`config.mk`:
```
export PLATFORM = sky130hd
export DESIGN_NAME = bloco_controle
export DESIGN_NICKNAME = d
export VERILOG_FILES = /design/src/rtl/bloco_controle.sv
export SDC_FILE = /design/constraint.sdc
export NUM_CORES = 1
export LEC_CHECK = 0
export CELL_PAD_IN_SITES_DETAIL_PLACEMENT = 1
export CELL_PAD_IN_SITES_GLOBAL_PLACEMENT = 1
export CORE_ASPECT_RATIO = 1.1
export CORE_MARGIN = 4
export CORE_UTILIZATION = 32
export CTS_CLUSTER_SIZE = 10
export DETAILED_ROUTE_END_ITERATION = 8
export PLACE_DENSITY_LB_ADDON = 0.1
export SETUP_SLACK_MARGIN = 0.15
export SLEW_MARGIN = 30
export SYNTH_ARGS = -nofsm -noshare
export SYNTH_HDL_FRONTEND = slang
export SYNTH_SLANG_ARGS = --single-unit
```
`constraint.sdc`:
```
create_clock -name clk -period 1.9 [get_ports clk]
set_input_delay 0.38 -clock clk [delete_from_list [all_inputs] [get_ports clk]]
set_output_delay 0.38 -clock clk [all_outputs]
set_load 0.01 [all_outputs]
```
`src/rtl/bloco_controle.sv`:
```
// Moore control FSM for blocoOperativo: initialisation, then N passes of the
// STEP_H/STEP_S/STEP_F loop, with a start/busy/done handshake and abort.
module bloco_controle #(
  parameter int unsigned ITER_W = 4
) (
  input  logic              clk,
  input  logic              rst,
  input  logic              start,
  input  logic [ITER_W-1:0] n_iter,
  input  logic              abort,
  output logic              LX,
  output logic              LH,
  output logic              LS,
  output logic [1:0]        M0,
  output logic [1:0]        M1,
  output logic [1:0]        M2,
  output logic              H,
  output logic              busy,
  output logic              done
);

  typedef enum logic [2:0] {
    StIdle,
    StLoadX,
    StSettle,
    StStepH,
    StStepS,
    StStepF,
    StDone
  } state_e;

  state_e            state_q, state_d;
  logic [ITER_W-1:0] cnt_q, cnt_d;

  always_ff @(posedge clk) begin
    if (rst) begin
      state_q <= StIdle;
      cnt_q   <= '0;
    end else begin
      state_q <= state_d;
      cnt_q   <= cnt_d;
    end
  end

  always_comb begin
    state_d = state_q;
    cnt_d   = cnt_q;
    LX      = 1'b0;
    LH      = 1'b0;
    LS      = 1'b0;
    M0      = 2'b00;
    M1      = 2'b00;
    M2      = 2'b00;
    H       = 1'b0;
    done    = 1'b0;

    unique case (state_q)
      StIdle: begin
        if (start && !abort) begin
          // A zero loop count still runs the loop once.
          cnt_d   = (n_iter == '0) ? ITER_W'(1) : n_iter;
          state_d = StLoadX;
        end
      end
      StLoadX: begin
        LX      = 1'b1;
        M1      = 2'b01;
        H       = 1'b1;
        state_d = StSettle;
      end
      StSettle: begin
        M1      = 2'b01;
        H       = 1'b1;
        state_d = StStepH;
      end
      StStepH: begin
        M1      = 2'b01;
        LH      = 1'b1;
        H       = 1'b1;
        state_d = StStepS;
      end
      StStepS: begin
        M0      = 2'b01;
        M1      = 2'b11;
        M2      = 2'b01;
        LS      = 1'b1;
        H       = 1'b1;
        state_d = StStepF;
      end
      StStepF: begin
        M0 = 2'b10;
        M1 = 2'b01;
        LH = 1'b1;
        H  = 1'b1;
        if (cnt_q > ITER_W'(1)) begin
          cnt_d   = cnt_q - ITER_W'(1);
          state_d = StStepH;
        end else begin
          state_d = StDone;
        end
      end
      StDone: begin
        done    = 1'b1;
        state_d = StIdle;
      end
      default: state_d = StIdle;
    endcase

    busy = (state_q != StIdle) && (state_q != StDone);

    // Abort cancels without touching the loop counter.
    if (busy && abort) begin
      state_d = StIdle;
      cnt_d   = cnt_q;
    end
  end

endmodule
```
==> results by group <==
CTS
  – Clk buf depth: 2
  – Cts bufs inserted: 3
  – CTS tree: built
  – Clk_lat worst skew: 0.26 ns
  – Clk sinks: 7
  – Worst-path clk slew: 0.06 ns
  – Root Driver: clkbuf_4
  – H-tree Lvls: 1

Global routing
  – Total gr overflow: 0
  – Tot GR Track Use: 13.27%
  – Largest net degree at the start of global routing: 12
  – Wire length of the first global-routing pass: 2711 microns
  – Initial antenna violation count: 0
  – Vias in the first global route: 633

Timing
  – Fin Clk Skew: 0.001490 ns
  – Max-slew violation count: 0
  – Final Hold Viols: 0
  – Final Critical Period: 1.705 ns
  – Final critical-path share of the clock period: 89.71%
  – Max Freq: 586.7 MHz
  – RSZ-0062 raised after global routing: no
  – Setup violation total in the final timing report: 0
  – Setup TNS: 0 ns

Min path
  – Min-delay src: state_q[2]
  – Type of the worst min-delay path: register to register
  – Hold Path Cell Cnt: 1
  – Hold Path End: state_q[0]

Detailed routing
  – Initial DRT Pass Iterations: 4
  – Via-to-Cell Ratio: 5.039
  – Drt wl/cell: 12.72 microns
  – Routed Antenna Nets: 0
  – WL final: 1641 microns
  – Vias: 650
  – Remaining DRCs: 0
  – DRT iter0 DRCs: 1

Worst setup path
  – Critical path class: register to output pin
  – CP max stage delay: 0.37 ns
  – R2R cell count: 6
  – Internal reg-to-reg setup slack: 0.27 ns
  – Worst Path Required: 1.52 ns
  – Setup crit start kind: register
  – Slowest cell on crit path: dfxtp_4
  – Reg2reg end: cnt_q[0]
  – Crit. End Element: output pin
  – Reg2reg start: state_q[1]
  – Worst Path Max Fanout: 10
  – Crit-path cells: xor2_1 -> or2_2 -> dlygate4sd2_1
  – Arrival @ worst endpoint: 1.32 ns

Logic synthesis
  – Seq/Total Area, Yosys: 22.40%
  – Mapped cell area: 625.6 sq um
  – Number of synthesized register bits: 7
  – Syn Inst Count: 78
  – Synth cell types: 37
  – Main flop type after synthesis: dfxtp_1
  – Ys Warns: 0
  – Yosys top cell area share: 22.40%
  – Syn Nets: 88
  – Avg Cell Area, Syn: 8.021 sq um
  – Async set-reset flop share out of synthesis: 0%
  – Synth area leader: dfxtp_1
  – Post-synth EDFFs: 0
  – Synth top area cells: dfxtp_1 (22%), nor3_1 (6.4%), a21oi_1 (4.8%), mux2i_1 (4.8%), buf_4 (4.8%)

Floorplan
  – Starting Density: 34.34%
  – Die H: 54.38 microns
  – Full die area: 2727 sq um
  – IO Pins: 20
  – CORE AREA: 1822 sq um
  – Die width: 50.16 microns
  – FP Rows: 16

Placed design
  – Port Buffer Count: 18
  – Placer Congestion: 0.8128
  – Placed wire-length estimate: 1297 microns

Final layout
  – # diodes: 0
  – Fill count: 234
  – Share of cells above drive strength 1: 23.53%
  – Synthesis-to-layout area growth: 42.00%
  – Fin nets: 113

Outcome
  – Status: finished, final reports clean

Power and ir drop
  – Final total power: 389.5 uW
  – PD cells: 438.4 nW/um^2
  – Max VDD drop: 0.3057 mV
  – Leak pwr: 0.0003934 uW

Job
  – Max Cap Viol: 0
[worst max-delay path by stage]
stage          slack (ns)  startpoint  endpoint
3_5_place_dp         0.05       abort  cnt_q[0]
2_1_floorplan        0.31    cnt_q[0]  cnt_q[0]
5_1_grt              0.15  state_q[1]      busy
4_1_cts              0.18  state_q[1]      busy
6_report             0.20  state_q[1]      busy
3_3_place_gp          0.1       abort  cnt_q[0]
[power breakdown]
part | internal [uW] | leakage, uW | switching, uW
logic | 45.6 | 0.000319 | 39.7
registers | 150 | 0.0000590 | 11.0
clock network | 80.6 | 0.0000150 | 62.0
total | 277 | 0.000393 | 113
[synth_stat cells, types with 2 or more instances]
cell,count
nor3_1,8
dfxtp_1,7
a21oi_1,6
nor2_1,5
buf_4,4
inv_1,4
mux2i_1,3
o31ai_1,3
a21o_1,2
buf_2,2
ha_1,2
nand2_1,2
nand2b_1,2
nand3_1,2
o211ai_1,2
o31a_1,2
xor2_1,2
[metal layers]
layer	global-route usage [%]	vias up	routed length (microns)
met4	6.912	0	27
met3	2.452	4	82
met1	13.59	302	679
met2	25.87	16	851
met5	0	-	0
li1	-	328	-
[repair_timing]
item                       4_1_cts  5_1_grt
setup buffers                    2        1
setup endpoints to repair       11        4
gates cloned                     0        0
resized for setup               17        1
hold buffers                     0        0
[per-stage QoR]
stage	std cells	hold WS [ns]	utilization, %	setup WS (ns)	area [sq um]
after detailed placement	122	0.5086	45.95	0.04869	837.1
final	129	0.5190	48.76	0.1954	888.4
after floorplan	78	0.4568	-	0.3066	625.6
after CTS	128	0.5204	48.21	0.1805	878.3
after global routing	129	0.5385	48.76	0.1519	888.4
after global placement	122	0.5149	45.95	0.09542	837.1
[cells in the final DEF, fill, tap and decap left out, types with 2 or more instances in the layout]
cell             Yosys  layout
clkdlybuf4s50_1      0       7
a21o_1               2       2
dfxtp_1              7       4
dlygate4sd2_1        0      11
mux2i_1              3       3
a21oi_1              6       6
dfxtp_4              0       2
o31a_1               2       2
nor3_1               8       7
buf_4                4      10
o211ai_1             2       2
nand2_1              2       2
nand2b_1             2       2
ha_1                 2       2
nor2_2               1       2
o31ai_1              3       3
nor2_1               5       4
inv_1                4       4
xor2_1               2       2
clkbuf_4             0       3
nand3_1              2       2
[flip-flops by register name, summed over array words and instances (netlist names)]
signal / flops
cnt_q: 4
state_q: 3
[cells by family after synthesis]
| logic type | count (synthesis) | synth area share (%) |
|---|---|---|
| compound gates | 23 | 29.40 |
| buf+inv | 12 | 11.20 |
| xor+xnor | 2 | 2.801 |
| fa+ha+maj | 2 | 3.999 |
| simple gates | 28 | 24.80 |
| other cells | 1 | 0.5994 |
| flops | 7 | 22.40 |
| mux | 3 | 4.800 |
[cell type report]
| type | count | area, sq um | share of cell area (%) |
|---|---|---|---|
| flip-flops and latches | 7 | 148.9 | 16.76 |
| multi-input cells | 59 | 422.9 | 47.61 |
| repair buffers | 28 | 241.5 | 27.18 |
| inverters | 4 | 15.01 | 1.690 |
| well taps | 27 | 33.78 | 3.803 |
| clock buffers | 4 | 26.28 | 2.958 |
[critical path: cells and delay by family (launching register included)]
family / cells / cell delay, ns
buf+inv: 1 / 0.28
flops: 1 / 0.37
simple gates: 1 / 0.27
xor+xnor: 1 / 0.15
Power figures use the tool's default switching activity.
